$ cat src/rtl/ram_arb_pkg.sv
// ram_arb_pkg
// Shared types for the two-requester RAM port arbiter.
//   ram_req_t   : one requester's view of the ram_* port (strobes, read,
//                 address, write data, burst-lock hint)
//   REQ_NONE    : idle request; the muxed RAM outputs fall back to it when
//                 nobody is granted
//   req_active  : a request is present when it reads or has any write strobe
package ram_arb_pkg;

    typedef struct packed {
        logic [3:0]  wr;
        logic        rd;
        logic [31:0] addr;
        logic [31:0] wdata;
        logic        lock;
    } ram_req_t;

    localparam ram_req_t REQ_NONE = '0;

    function automatic logic req_active(input ram_req_t r);
        return r.rd | (|r.wr);
    endfunction

endpackage

$ cat src/rtl/ram_arb_rr2.sv
// ram_arb_rr2
// Two-way round-robin grant with burst locking and a hold-count cap.
// Ports:
//   clk_i, rst_i    : clock, asynchronous active-high reset
//   req_i[1:0]      : per-requester request present
//   lock_i[1:0]     : per-requester "more beats of this burst follow"
//   ram_accept_i    : RAM takes the granted request this cycle
//   grant_o[1:0]    : one-hot (or zero) combinational grant
//   xfer_o[1:0]     : grant qualified by request and RAM accept
module ram_arb_rr2 #(
    parameter int MAX_HOLD = 16,
    parameter int CNT_W    = 8
) (
    input  logic       clk_i,
    input  logic       rst_i,
    input  logic [1:0] req_i,
    input  logic [1:0] lock_i,
    input  logic       ram_accept_i,
    output logic [1:0] grant_o,
    output logic [1:0] xfer_o
);

    localparam logic [CNT_W-1:0] HOLD_MAX = CNT_W'(MAX_HOLD);
    localparam logic [CNT_W-1:0] CNT_ONE  = CNT_W'(1);

    logic             prio_reg,  prio_next;
    logic             lock_reg,  lock_next;
    logic             owner_reg, owner_next;
    logic [CNT_W-1:0] hold_cnt_reg, hold_cnt_next;

    logic       honour_lock;
    logic [1:0] grant;
    logic [1:0] xfer;
    logic       xfer_idx;

    // The lock only counts while its owner is still asking and has not used
    // up its hold budget; otherwise it lapses and plain round-robin applies.
    assign honour_lock = lock_reg & req_i[owner_reg] & (hold_cnt_reg < HOLD_MAX);

    always_comb begin
        grant = 2'b00;
        if (honour_lock) begin
            grant[owner_reg] = 1'b1;
        end else if (&req_i) begin
            grant[prio_reg] = 1'b1;
        end else begin
            // zero or exactly one requester: grant it directly
            grant = req_i;
        end
    end

    assign xfer     = grant & req_i & {2{ram_accept_i}};
    assign xfer_idx = xfer[1];
    assign grant_o  = grant;
    assign xfer_o   = xfer;

    always_comb begin
        prio_next     = prio_reg;
        lock_next     = lock_reg;
        owner_next    = owner_reg;
        hold_cnt_next = hold_cnt_reg;
        if (|xfer) begin
            prio_next = ~xfer_idx;
            lock_next = lock_i[xfer_idx];
            if (lock_reg && (owner_reg == xfer_idx)) begin
                // continuing a locked burst: count beats, saturating at the cap
                if (hold_cnt_reg < HOLD_MAX) begin
                    hold_cnt_next = hold_cnt_reg + CNT_ONE;
                end
            end else begin
                owner_next    = xfer_idx;
                hold_cnt_next = CNT_ONE;
            end
        end
    end

    always_ff @(posedge clk_i or posedge rst_i) begin
        if (rst_i) begin
            prio_reg     <= 1'b0;
            lock_reg     <= 1'b0;
            owner_reg    <= 1'b0;
            hold_cnt_reg <= '0;
        end else begin
            prio_reg     <= prio_next;
            lock_reg     <= lock_next;
            owner_reg    <= owner_next;
            hold_cnt_reg <= hold_cnt_next;
        end
    end

endmodule

$ cat src/rtl/ram_port_arbiter.sv
// ram_port_arbiter
// Shares one single-port SRAM interface between two AXI-to-RAM bridges.
// Ports:
//   clk_i, rst_i         : clock, asynchronous active-high reset
//   mN_wr_i/rd_i/addr_i/wdata_i/lock_i : requester N request (N = 0, 1)
//   mN_accept_o          : requester N request taken this cycle
//   mN_rdata_o/rvalid_o  : read data returned one cycle after a read accept
//   ram_wr_o/rd_o/addr_o/write_data_o  : request forwarded to the RAM
//   ram_read_data_i      : RAM read data, valid the cycle after a read accept
//   ram_accept_i         : RAM takes the request this cycle
module ram_port_arbiter
    import ram_arb_pkg::*;
#(
    parameter int MAX_HOLD = 16,
    parameter int CNT_W    = 8
) (
    input  logic        clk_i,
    input  logic        rst_i,

    input  logic [3:0]  m0_wr_i,
    input  logic        m0_rd_i,
    input  logic [31:0] m0_addr_i,
    input  logic [31:0] m0_wdata_i,
    input  logic        m0_lock_i,
    output logic        m0_accept_o,
    output logic [31:0] m0_rdata_o,
    output logic        m0_rvalid_o,

    input  logic [3:0]  m1_wr_i,
    input  logic        m1_rd_i,
    input  logic [31:0] m1_addr_i,
    input  logic [31:0] m1_wdata_i,
    input  logic        m1_lock_i,
    output logic        m1_accept_o,
    output logic [31:0] m1_rdata_o,
    output logic        m1_rvalid_o,

    output logic [3:0]  ram_wr_o,
    output logic        ram_rd_o,
    output logic [31:0] ram_addr_o,
    output logic [31:0] ram_write_data_o,
    input  logic [31:0] ram_read_data_i,
    input  logic        ram_accept_i
);

    ram_req_t   req_arr [2];
    logic [1:0] req_vec;
    logic [1:0] lock_vec;
    logic [1:0] grant;
    logic [1:0] xfer;
    logic [1:0] accept_vec;
    logic [1:0] rvalid_vec;

    logic rd_pend_reg,  rd_pend_next;
    logic rd_owner_reg, rd_owner_next;

    assign req_arr[0] = '{wr: m0_wr_i, rd: m0_rd_i, addr: m0_addr_i,
                          wdata: m0_wdata_i, lock: m0_lock_i};
    assign req_arr[1] = '{wr: m1_wr_i, rd: m1_rd_i, addr: m1_addr_i,
                          wdata: m1_wdata_i, lock: m1_lock_i};

    genvar gi;
    generate
        for (gi = 0; gi < 2; gi++) begin : g_req
            assign req_vec[gi]    = req_active(req_arr[gi]);
            assign lock_vec[gi]   = req_arr[gi].lock;
            assign accept_vec[gi] = grant[gi] & ram_accept_i;
            assign rvalid_vec[gi] = rd_pend_reg & (rd_owner_reg == 1'(gi));
        end
    endgenerate

    ram_arb_rr2 #(
        .MAX_HOLD (MAX_HOLD),
        .CNT_W    (CNT_W)
    ) u_rr2 (
        .clk_i        (clk_i),
        .rst_i        (rst_i),
        .req_i        (req_vec),
        .lock_i       (lock_vec),
        .ram_accept_i (ram_accept_i),
        .grant_o      (grant),
        .xfer_o       (xfer)
    );

    // Forward the granted request in the same cycle; idle fields otherwise.
    always_comb begin
        ram_wr_o         = REQ_NONE.wr;
        ram_rd_o         = REQ_NONE.rd;
        ram_addr_o       = REQ_NONE.addr;
        ram_write_data_o = REQ_NONE.wdata;
        for (int i = 0; i < 2; i++) begin
            if (grant[i]) begin
                ram_wr_o         = req_arr[i].wr;
                ram_rd_o         = req_arr[i].rd;
                ram_addr_o       = req_arr[i].addr;
                ram_write_data_o = req_arr[i].wdata;
            end
        end
    end

    assign m0_accept_o = accept_vec[0];
    assign m1_accept_o = accept_vec[1];

    // Read return: remember which requester issued the read the RAM just took,
    // so next cycle's RAM data can be tagged back to it.
    always_comb begin
        rd_pend_next  = 1'b0;
        rd_owner_next = rd_owner_reg;
        if (|xfer) begin
            rd_pend_next  = req_arr[xfer[1]].rd;
            if (req_arr[xfer[1]].rd) begin
                rd_owner_next = xfer[1];
            end
        end
    end

    always_ff @(posedge clk_i or posedge rst_i) begin
        if (rst_i) begin
            rd_pend_reg  <= 1'b0;
            rd_owner_reg <= 1'b0;
        end else begin
            rd_pend_reg  <= rd_pend_next;
            rd_owner_reg <= rd_owner_next;
        end
    end

    // Data is broadcast; rvalid says whose it is.
    assign m0_rdata_o  = ram_read_data_i;
    assign m1_rdata_o  = ram_read_data_i;
    assign m0_rvalid_o = rvalid_vec[0];
    assign m1_rvalid_o = rvalid_vec[1];

endmodule

$ cat config.mk
export PLATFORM = sky130hd
export DESIGN_NAME = ram_port_arbiter
export DESIGN_NICKNAME = d
export VERILOG_FILES = /design/src/rtl/ram_arb_pkg.sv /design/src/rtl/ram_arb_rr2.sv /design/src/rtl/ram_port_arbiter.sv
export SDC_FILE = /design/constraint.sdc
export NUM_CORES = 1
export LEC_CHECK = 0
export BUFFER_PORTS_ARGS = -buffer_cell sky130_fd_sc_hd__buf_4
export CAP_MARGIN = 40
export CORE_AREA = 8 8 115 117
export DETAILED_ROUTE_END_ITERATION = 10
export DIE_AREA = 0 0 123 125
export PLACE_DENSITY = 0.58
export SYNTH_ARGS = -nofsm -noshare
export SYNTH_HDL_FRONTEND = slang
export SYNTH_SLANG_ARGS = --single-unit
$ cat constraint.sdc
create_clock -name clk_i -period 4.04 [get_ports clk_i]
set_input_delay 0.404 -clock clk_i [delete_from_list [all_inputs] [get_ports clk_i]]
set_output_delay 0.404 -clock clk_i [all_outputs]
set_load 0.02 [all_outputs]
# After elaboration in Yosys (flattened, before gate mapping)
# Cells that the tools add are included.
# op_classes
addsub	1
n_lt_le_gt_ge	7
n_eq_ne	2
mux	24
n_bitwise	14
reduce_logical	10
# op_table
cell	n
$mux W66	3
$mux W32	4
$mux W8	2
$mux W1	9
$add A8 B1 Y8 const B	1
$lt A8 B5 Y1 const B	1
$mux W4	2
$reduce_and A2 Y1	4
$reduce_or A4 Y1	2
$and A1 B1 Y1	6
$lt A1 B2 Y1 const B	3
$and A2 B2 Y2	2
$mux W2	2
$logic_and A1 B1 Y1	3
$not A1 Y1	3
$demux W1 S1	2
$ge A1 B1 Y1 const B	2
$ge A2 B2 Y1 const B	1
$ne A2 B2 Y1 const B	1
$not A1 Y2	1
$or A1 B1 Y1	2
$reduce_or A2 Y1	1
$eq A1 B1 Y1	1
# totals
ff_bits	13
in_bits	175
output_inout_bits	137
elab_cells	64

# Logic depth before layout (Yosys ltp)
# Gate-level depths: netlist (run 1).
# depth
depth_word	14
ltp_mapped	8
ltp_nobuf	5

# Hierarchy
# From an unflattened synthesis (run 1), not the netlist that was laid out.
# unflattened
hier_cells	250
area_unflattened_um2	2029.4
# by_module_without_submodules
module	n_inst	cells_each	area_each_um2	seq_area_each_um2
ram_port_arbiter	1	171	1330.0	50.0
ram_arb_rr2	1	79	699.4	275.3

# Least setup slack after synthesis (run 1)
# OpenSTA, ideal clock, no wires.
# synth_path
path_type	register -> output
from	register u_rr2.hold_cnt_reg[4]
to	output port ram_addr_o[24]
arrival_time_ns	1.994
setup_slack_ns	1.642
stages_incl_launch_ff	9
cell_sequence	dfrtp_1 -> or4_4 -> nor3_4 -> o22ai_1 -> and2_1 -> buf_2 -> buf_6 -> buf_6 -> a22o_1
# synth_between
elab_chain_cells	5
# synth_rtl
item	line	rtl
start: declaration	ram_arb_rr2.sv:29	logic [CNT_W-1:0] hold_cnt_reg, hold_cnt_next;
start signal: assignment	ram_arb_rr2.sv:87	hold_cnt_reg <= hold_cnt_next;
$lt A8 B5 Y1 *	ram_arb_rr2.sv:38	assign honour_lock = lock_reg & req_i[owner_reg] & (hold_cnt_reg < HOLD_MAX);
$and A1 B1 Y1 *	ram_arb_rr2.sv:38	
$mux W2 *	ram_arb_rr2.sv:42	if (honour_lock) begin
$mux W32	ram_port_arbiter.sv:92	if (grant[i]) begin
$mux W32 *	ram_port_arbiter.sv:92	
end: declaration	ram_port_arbiter.sv:40	output logic [31:0] ram_addr_o,
# Mark *: on every way between the ends. The rest lies on a longest branch, timed or not.

# Worst setup path after layout (run 1)
# layout_path
from	register u_rr2.hold_cnt_reg[4]
to	output port ram_write_data_o[3]
# layout_between
elab_chain_cells	5
# layout_rtl
item	line	rtl
$lt A8 B5 Y1 *	ram_arb_rr2.sv:38	
$and A1 B1 Y1 *	ram_arb_rr2.sv:38	
$mux W2 *	ram_arb_rr2.sv:42	
$mux W32	ram_port_arbiter.sv:92	
$mux W32 *	ram_port_arbiter.sv:92	
end: declaration	ram_port_arbiter.sv:41	output logic [31:0] ram_write_data_o,
# Marked as above.

==> metrics.yaml, run 1 <==
clk_transition_reported_paths_ns: 0.04
wl_mm: 10.51
cp.arrival_ns: 2.92
layout_commonest_cell: "buf_4"
synth_enable_flop_cells: 0
r2r_start: "u_rr2.hold_cnt_reg[4]"
antenna-diode-count: 0
nNetsFinal: 540
status: "finished clean"
cts_buffers: 3
ys_ff_latch: 13
worstPathMaxFanout: 52
gp_congestion: 0.8146
yosysTopAreaCellShare: 0.3147
grt_overflow: 0
postSynthAreaPerCell_sq_um: 8.651
ff_latch_area_sq_um: 325.3
fmax_mhz: 300.4
post-cts-setup-buffers: 0
hold_buffers: 0
drive_gt1_frac: 0.6446
vias_per_cell: 4.537
place_area_sq_um: 3199
slew_viol_final: 0
worst_pin_slew_ns: 0.9002
num_vias: 2314
syn_nets: 398
num_io_pins: 312
dieArea_sq_um: 15380
reg2reg_depth: 5
h-tree-depth: 1
root_buffer: "clkbuf_16"
ant_nets: 0
ys_seq_area_frac: 0.1694
finalHoldViolCount: 0
period_needed_ns: 3.328
first_global_vias: 2487
first_pass_iters: 4
synth.distinct_cells: 39
nFillCells: 1218
relSlewSlack: 0.3933
rsz0062_at_grt: "false"
post-route-drc-count: 0
rows: 40
antenna_found_initial: 0
wl_per_cell_um: 20.60
cts_resized: 0
clkLatencyLatePin_ns: 0.24
final_cell_mix: "buf_4 (215), a22o_1 (69), dfrtp_1 (13)"
timing.rr.end: "u_rr2.prio_reg"
grt_pass1_wl_mm: 14.80
crit_type: "register to primary output"
p_leak_nw: 1.707
final-setup-viol-count: 0
port_buffers: 215
min_period_over_period: 0.8239
largest_reg_flops: 8
worstSetupStartpointType: "register"
synth_flop_cell: "dfrtp_1"
r2r_slack_ns: 1.96
power_mw: 2.783
async_reset_ff_frac: 1.000
clock-sinks: 13
maxCapViolCount: 0
min_path_type: "input port to asynchronous set/reset pin"
hpwl_mm: 8.923
synth_area_leaders: "a22o_1 (31%), buf_4 (25%), dfrtp_1 (17%), buf_2 (2.1%), or4_4 (1.8%)"
areaGrowthSynthToFinish_pct: 70.75
fin_tns_setup_ns: 0
syn_inst: 222
yosysWarnings: 0
core_sq_um: 11610
end_kind: "primary output"
hold_ws_ns: 0.2007
stdcell_area_sq_um: 3279
p_per_area_nw_per_um2: 848.5
die_w_um: 123
multiInputGateArea_sq_um: 1013
drt_iter0_drc: 58
gr-usage-all-layers: 0.1234
syn-cell-area_sq_um: 1921
die_h_um: 125
cts_tree: "yes"
synth_area_leader_cell: "a22o_1"
utilization: 0.2824
clockBufferDepth: 2
grt_max_degree: 53
cp_data_required_time_ns: 3.64
initial_core_util: 0.1654
fin_worst_skew_ns: 0.001381
ir_worst_vdd_v: 0.0004414
==> synth_stat cells (2+ instances only) <==
cell / instances
a31oi_1: 3
buf_2: 8
buf_6: 2
and2_1: 3
nand3_1: 2
nand2_1: 5
o22ai_1: 2
inv_1: 6
nor2b_1: 4
nor3_1: 2
nor2_1: 4
o21ai_0: 3
clkbuf_1: 6
o2bb2ai_1: 2
dfrtp_1: 13
buf_4: 64
a22o_1: 69
or4_4: 3
==> worst max-delay path by stage <==
stage | startpoint | end | slack, ns | cells past startpoint
after floorplan | u_rr2.hold_cnt_reg[4] | ram_addr_o[24] | 1.64 | 8
after global placement | m0_wr_i[1] | ram_write_data_o[3] | 0.96 | 8
after detailed placement | m0_wr_i[2] | ram_write_data_o[3] | 0.93 | 8
after CTS | u_rr2.hold_cnt_reg[4] | ram_write_data_o[3] | 0.69 | 7
after global routing | u_rr2.hold_cnt_reg[4] | ram_write_data_o[3] | 0.52 | 7
final | u_rr2.hold_cnt_reg[4] | ram_write_data_o[3] | 0.71 | 7
==> logic make-up after synthesis <==
| family | Yosys count | share of synthesized area |
|---|---|---|
| compound gates | 88 | 0.4013 |
| simple gates | 34 | 0.1166 |
| flops | 13 | 0.1694 |
| fa+ha+maj | 1 | 0.006514 |
| buf+inv | 86 | 0.3062 |
==> worst max-delay path, cell delays in order (launching register included) <==
cell	delay (ns)
dfrtp_1	0.40
nor4_2	0.56
a21boi_0	0.24
o22ai_1	0.22
and2_2	0.47
buf_12	0.28
a22o_1	0.28
buf_4	0.19
==> metal layers <==
layer / wire length (um) / global-route usage / vias up
met4: 255 / 0.04181 / 0
met1: 4137 / 0.1460 / 1061
met5: 0 / 0 / -
li1: - / - / 1066
met3: 1364 / 0.04320 / 33
met2: 4748 / 0.2016 / 154
==> per-stage QoR <==
stage          setup slack, ns  instances
4_1_cts                 0.6876        510
5_1_grt                 0.5193        510
3_5_place_dp            0.9258        506
6_report                0.7116        510
2_1_floorplan            1.642        222
3_3_place_gp            0.9615        506
==> cell type report <==
type,count,area share
Multi-Input combinational cell,123,0.3090
Clock inverter,1,0.001526
Clock buffer,3,0.02289
Sequential cell,13,0.09920
Tap cell,147,0.05609
Inverter,6,0.006868
Timing Repair Buffer,217,0.5044
==> power by group <==
group	switching, mW	internal, mW
Clock	0.0541	0.131
Combinational	1.37	1.03
Sequential	0.0357	0.167
Total	1.46	1.33
Note: power is estimated with default switching activity, not from simulation.
==> run 2: changes to the inputs <==
--- a/config.mk
+++ b/config.mk
@@ -10,7 +10,7 @@
 export CORE_AREA = 8 8 115 117
 export DETAILED_ROUTE_END_ITERATION = 10
 export DIE_AREA = 0 0 123 125
-export PLACE_DENSITY = 0.58
+export PLACE_DENSITY = 0.6
 export SYNTH_ARGS = -nofsm -noshare
 export SYNTH_HDL_FRONTEND = slang
 export SYNTH_SLANG_ARGS = --single-unit
==> constraint.sdc (replaced) <==
create_clock -name clk_i -period 3.02 [get_ports clk_i]
set_input_delay 0.302 -clock clk_i [delete_from_list [all_inputs] [get_ports clk_i]]
set_output_delay 0.302 -clock clk_i [all_outputs]
set_load 0.02 [all_outputs]
==> run 2 against run 1 <==
Compared with the run above:
- flip-flop and latch count unchanged
- sequential power up 32%
- combinational power up 38%
- non-clock buffer count up 4
- power up 37%
- core utilization up 0.25 points
- critical path depth unchanged
- sequential share of layout area down 0.086 points
- clock power up 32%
- wire length up 12%
- cell area up 0.88%
==> metrics.yaml, run 2 (synthesis results as in run 1) <==
dp_cells: 509
min_period_over_period: 0.9150
end_kind: "primary output"
pwr-share-comb: 0.866
worstPathMaxFanout: 24
utilization: 0.2849
cts_tree: "yes"
netSwitchingPower_mw: 2.010
place_area_sq_um: 3222
finalHoldViolCount: 0
cp_slowest_cell: "or4_4"
internal_power_mw: 1.808
power_mw: 3.818
cts_resized: 0
p_leak_nw: 1.722
ir_worst_vdd_v: 0.0005335
grt_max_degree: 59
layout_commonest_cell: "buf_4"
fin_tns_setup_ns: 0
multiInputGateArea_sq_um: 1013
ff_latch_area_sq_um: 325.3
root_buffer: "clkbuf_16"
slew_viol_final: 0
vias_per_cell: 4.601
die_w_um: 123
fmax_mhz: 361.9
hold_buffers: 0
use_met2: 0.2192
grt_overflow: 0
clkLatencyLatePin_ns: 0.24
hpwl_mm: 10.05
final_cell_mix: "buf_4 (219), a22o_1 (69), dfrtp_1 (13)"
dieArea_sq_um: 15380
port_buffers: 215
fin_worst_skew_ns: 0.0008236
gr-usage-all-layers: 0.1394
drive_gt1_frac: 0.6458
gp_congestion: 0.8997
p_seq_frac: 0.070
top_usage_layer: "met2"
num_vias: 2365
antenna_found_initial: 0
rows: 40
pre_cts_ws_ns: 0.3399
cp_cell_sequence: "or4_4, nor3_4, o22ai_1, and2_2, buf_4, a22o_1, buf_4"
critPathBufInv: 2
stdcell_area_sq_um: 3308
pwr-share-clk: 0.064
first_pass_iters: 4
clock-sinks: 13
rsz0062_at_grt: "false"
core_sq_um: 11610
worst_pin_slew_ns: 0.5254
clockBufferDepth: 2
p_per_area_nw_per_um2: 1154
relSlewSlack: 0.6460
ant_nets: 0
grt_use_met3: 0.05581
cts_buffers: 3
largest_reg_flops: 8
status: "finished clean"
crit_family: "simple AND/OR/NAND/NOR gates"
final-setup-viol-count: 0
antenna-diode-count: 0
post-cts-setup-buffers: 0
crit_type: "register to primary output"
cp.arrival_ns: 2.46
num_io_pins: 312
period_needed_ns: 2.763
hold_ws_ns: 0.08964
worstSetupStartpointType: "register"
final_cells: 514
initial_core_util: 0.1654
cp_data_required_time_ns: 2.72
h-tree-depth: 1
post-route-drc-count: 0
first_global_vias: 2542
nFillCells: 1246
wl_mm: 11.77
clk_transition_reported_paths_ns: 0.04
die_h_um: 125
grt_pass1_wl_mm: 16.48
swShare: 0.5265
maxCapViolCount: 0
worst_slack_ns: 0.2568
min_path_type: "input port to asynchronous set/reset pin"
gr-usage-met1: 0.1711
critical-path-max-stage-delay_ns: 0.57
areaGrowthSynthToFinish_pct: 72.25
nNetsFinal: 544
drt_iter0_drc: 60
cpMostUsedCell: "buf_4"
wl_per_cell_um: 22.89
run 2: cell count changes in the layout (fill, tap and decap cells not counted), sizes merged:
cell / delta
buf: +4
clkbuf: +1
clkinv: -1
run 2: worst paths after layout:
path                                  startpoint               endpoint  slack [ns]  depth (start not counted)
hold reg to reg                     rd_owner_reg           rd_owner_reg        0.53                          1
setup / recovery           u_rr2.hold_cnt_reg[4]   ram_write_data_o[31]        0.26                          7
max in group asynchronous                  rst_i         u_rr2.prio_reg        2.60                          2
setup reg to reg           u_rr2.hold_cnt_reg[4]         u_rr2.lock_reg        1.06                          5
min in group clk_i                  ram_accept_i         u_rr2.prio_reg        0.31                          2
hold / removal                             rst_i  u_rr2.hold_cnt_reg[5]        0.09                          2
run 2: worst reg2reg max path, stage by stage, from the launching register on:
cell	delay, ns
dfrtp_1	0.40
or4_4	0.57
nor3_4	0.16
o22ai_1	0.14
and3_1	0.27
a221o_1	0.31
run 2: final cells by class:
class,count,share of cell area
well taps,147,0.05560
multi-input cells,123,0.3064
repair buffers,221,0.5091
flip-flops and latches,13,0.09834
clock buffers,4,0.02383
inverters,6,0.006808
run 2: metal layers:
| layer | vias to the layer above | wire length [um] |
|---|---|---|
| met1 | 1099 | 4814 |
| met3 | 18 | 1559 |
| met5 | - | 0 |
| met4 | 0 | 252 |
| li1 | 1072 | - |
| met2 | 176 | 5139 |
run 2: power by group through the flow:
| stage | combinational [mW] | clock, mW | sequential, mW |
|---|---|---|---|
| floorplan | 2.00 | 0 | 0.256 |
| global placement | 3.33 | 0 | 0.266 |
| detailed placement | 3.34 | 0 | 0.267 |
| CTS | 3.36 | 0.250 | 0.266 |
| global route | 3.52 | 0.259 | 0.272 |
| finish | 3.31 | 0.245 | 0.266 |
==> run 3: changes to the inputs <==
--- a/config.mk
+++ b/config.mk
@@ -10,7 +10,7 @@
 export CORE_AREA = 8 8 115 117
 export DETAILED_ROUTE_END_ITERATION = 10
 export DIE_AREA = 0 0 123 125
-export PLACE_DENSITY = 0.6
+export PLACE_DENSITY = 0.58
 export SYNTH_ARGS = -nofsm -noshare
 export SYNTH_HDL_FRONTEND = slang
 export SYNTH_SLANG_ARGS = --single-unit
==> constraint.sdc (replaced) <==
create_clock -name clk_i -period 3.2 [get_ports clk_i]
set_input_delay 0.32 -clock clk_i [delete_from_list [all_inputs] [get_ports clk_i]]
set_output_delay 0.32 -clock clk_i [all_outputs]
set_load 0.02 [all_outputs]
==> run 3 against run 2 <==
Compared with the run above:
- clock power decreased by 5%
- worst setup slack got worse by 0.053 ns
- non-clock buffer count decreased by 2
- via count decreased by 0.85%
- critical path depth unchanged
- wire length decreased by 7.9%
- count of clock-buffer cells in the layout unchanged
- sequential power decreased by 4%
- sequential share of layout area about the same
- critical endpoint is now ram_write_data_o[3]
- critical path type unchanged
- die area unchanged
- largest power group unchanged
- clock skew increased by 0.00098 ns
==> metrics.yaml, run 3 (synthesis results as in run 1) <==
slew_viol_final: 0
cts_tree: "yes"
worstSetupStartpointType: "register"
min_path_type: "input port to asynchronous set/reset pin"
ir_worst_vdd_v: 0.0004429
rows: 40
netSwitchingPower_mw: 1.859
post-route-drc-count: 0
crit_type: "register to primary output"
clk_transition_reported_paths_ns: 0.04
cts_buffers: 3
place_area_sq_um: 3202
p_seq_frac: 0.072
period_needed_ns: 2.996
cp.arrival_ns: 2.68
min_period_over_period: 0.9363
fin_tns_setup_ns: 0
num_vias: 2345
worst_slack_ns: 0.2039
swShare: 0.5260
p_per_area_nw_per_um2: 1073
worstPathMaxFanout: 50
nFillCells: 1227
clkLatencyLatePin_ns: 0.24
grt_pass1_wl_mm: 15.13
largest_reg_flops: 8
status: "finished clean"
num_io_pins: 312
p_leak_nw: 1.710
gp_congestion: 0.8344
internal_power_mw: 1.675
drt_iter0_drc: 83
end_kind: "primary output"
top_usage_layer: "met2"
dp_cells: 508
maxCapViolCount: 0
areaGrowthSynthToFinish_pct: 71.47
layout_commonest_cell: "buf_4"
initial_core_util: 0.1654
grt_use_met3: 0.04365
wl_mm: 10.84
post-cts-setup-buffers: 0
grt_overflow: 0
die_w_um: 123
final_cell_mix: "buf_4 (218), a22o_1 (69), dfrtp_1 (13)"
relSlewSlack: 0.3867
antenna-diode-count: 0
rsz0062_at_grt: "false"
die_h_um: 125
vias_per_cell: 4.571
reg2reg_depth: 6
final_cells: 513
wl_per_cell_um: 21.13
nNetsFinal: 543
final-setup-viol-count: 0
ant_nets: 0
finalHoldViolCount: 0
first_pass_iters: 4
gr-usage-all-layers: 0.1257
hpwl_mm: 9.070
clock-sinks: 13
dieArea_sq_um: 15380
pre_cts_ws_ns: 0.3282
core_sq_um: 11610
worst_pin_slew_ns: 0.9100
pwr-share-clk: 0.066
hold_buffers: 0
pwr-share-comb: 0.862
fin_worst_skew_ns: 0.001802
gr-usage-met1: 0.1535
h-tree-depth: 1
root_buffer: "clkbuf_16"
fmax_mhz: 333.8
antenna_found_initial: 0
clockBufferDepth: 2
drive_gt1_frac: 0.6448
use_met2: 0.2019
grt_max_degree: 51
stdcell_area_sq_um: 3293
port_buffers: 215
first_global_vias: 2580
cp_data_required_time_ns: 2.88
run 3: metrics by stage:
step	util	hold slack [ns]	total power, mW
5_1_grt	0.2836	0.1496	3.764
2_1_floorplan	-	0.1970	2.129
6_report	0.2836	0.1101	3.534
4_1_cts	0.2825	0.1386	3.555
3_5_place_dp	0.2758	0.3906	3.311
3_3_place_gp	0.2758	0.3857	3.297
run 3: routing by layer:
layer	up-vias	routed length [um]
met4	0	246
met3	32	1376
met2	165	4806
li1	1071	-
met1	1077	4410
met5	-	0
run 3: what timing repair did:
item,4_1_cts,5_1_grt
gates resized for setup,0,1
setup endpoints to repair,0,7
endpoints found under the hold margin,0,0
run 3: final timing paths:
| path | end | slack [ns] | start |
|---|---|---|---|
| setup / recovery | ram_write_data_o[3] | 0.20 | u_rr2.hold_cnt_reg[4] |
| hold / removal | u_rr2.hold_cnt_reg[4] | 0.11 | rst_i |
| max in group asynchronous | u_rr2.prio_reg | 2.75 | rst_i |
| hold reg to reg | rd_owner_reg | 0.52 | rd_owner_reg |
| min in group clk_i | u_rr2.prio_reg | 0.32 | ram_accept_i |
| setup reg to reg | u_rr2.prio_reg | 1.02 | u_rr2.hold_cnt_reg[4] |
run 3: critical path: stages, from the launching register on:
cell	delay, ns
dfrtp_1	0.40
or4_4	0.58
nor3_4	0.20
nor3_4	0.11
nor2_4	0.37
buf_12	0.29
a22o_1	0.28
buf_4	0.18
run 3: layout make-up:
type | count | area (sq um) | share of cell area
clock buffer | 4 | 78.83 | 0.02394
inverter | 6 | 22.52 | 0.006839
multi-input combinational | 124 | 1026 | 0.3115
sequential | 13 | 325.3 | 0.09878
tap | 147 | 183.9 | 0.05585
timing repair buffer | 219 | 1657 | 0.5030
run 3: power groups by stage:
| stage | sequential (mW) | clock, mW | combinational (mW) |
|---|---|---|---|
| 6_report | 0.255 | 0.232 | 3.05 |
| 4_1_cts | 0.255 | 0.235 | 3.06 |
| 2_1_floorplan | 0.241 | 0 | 1.89 |
| 3_3_place_gp | 0.254 | 0 | 3.04 |
| 3_5_place_dp | 0.257 | 0 | 3.05 |
| 5_1_grt | 0.262 | 0.247 | 3.26 |
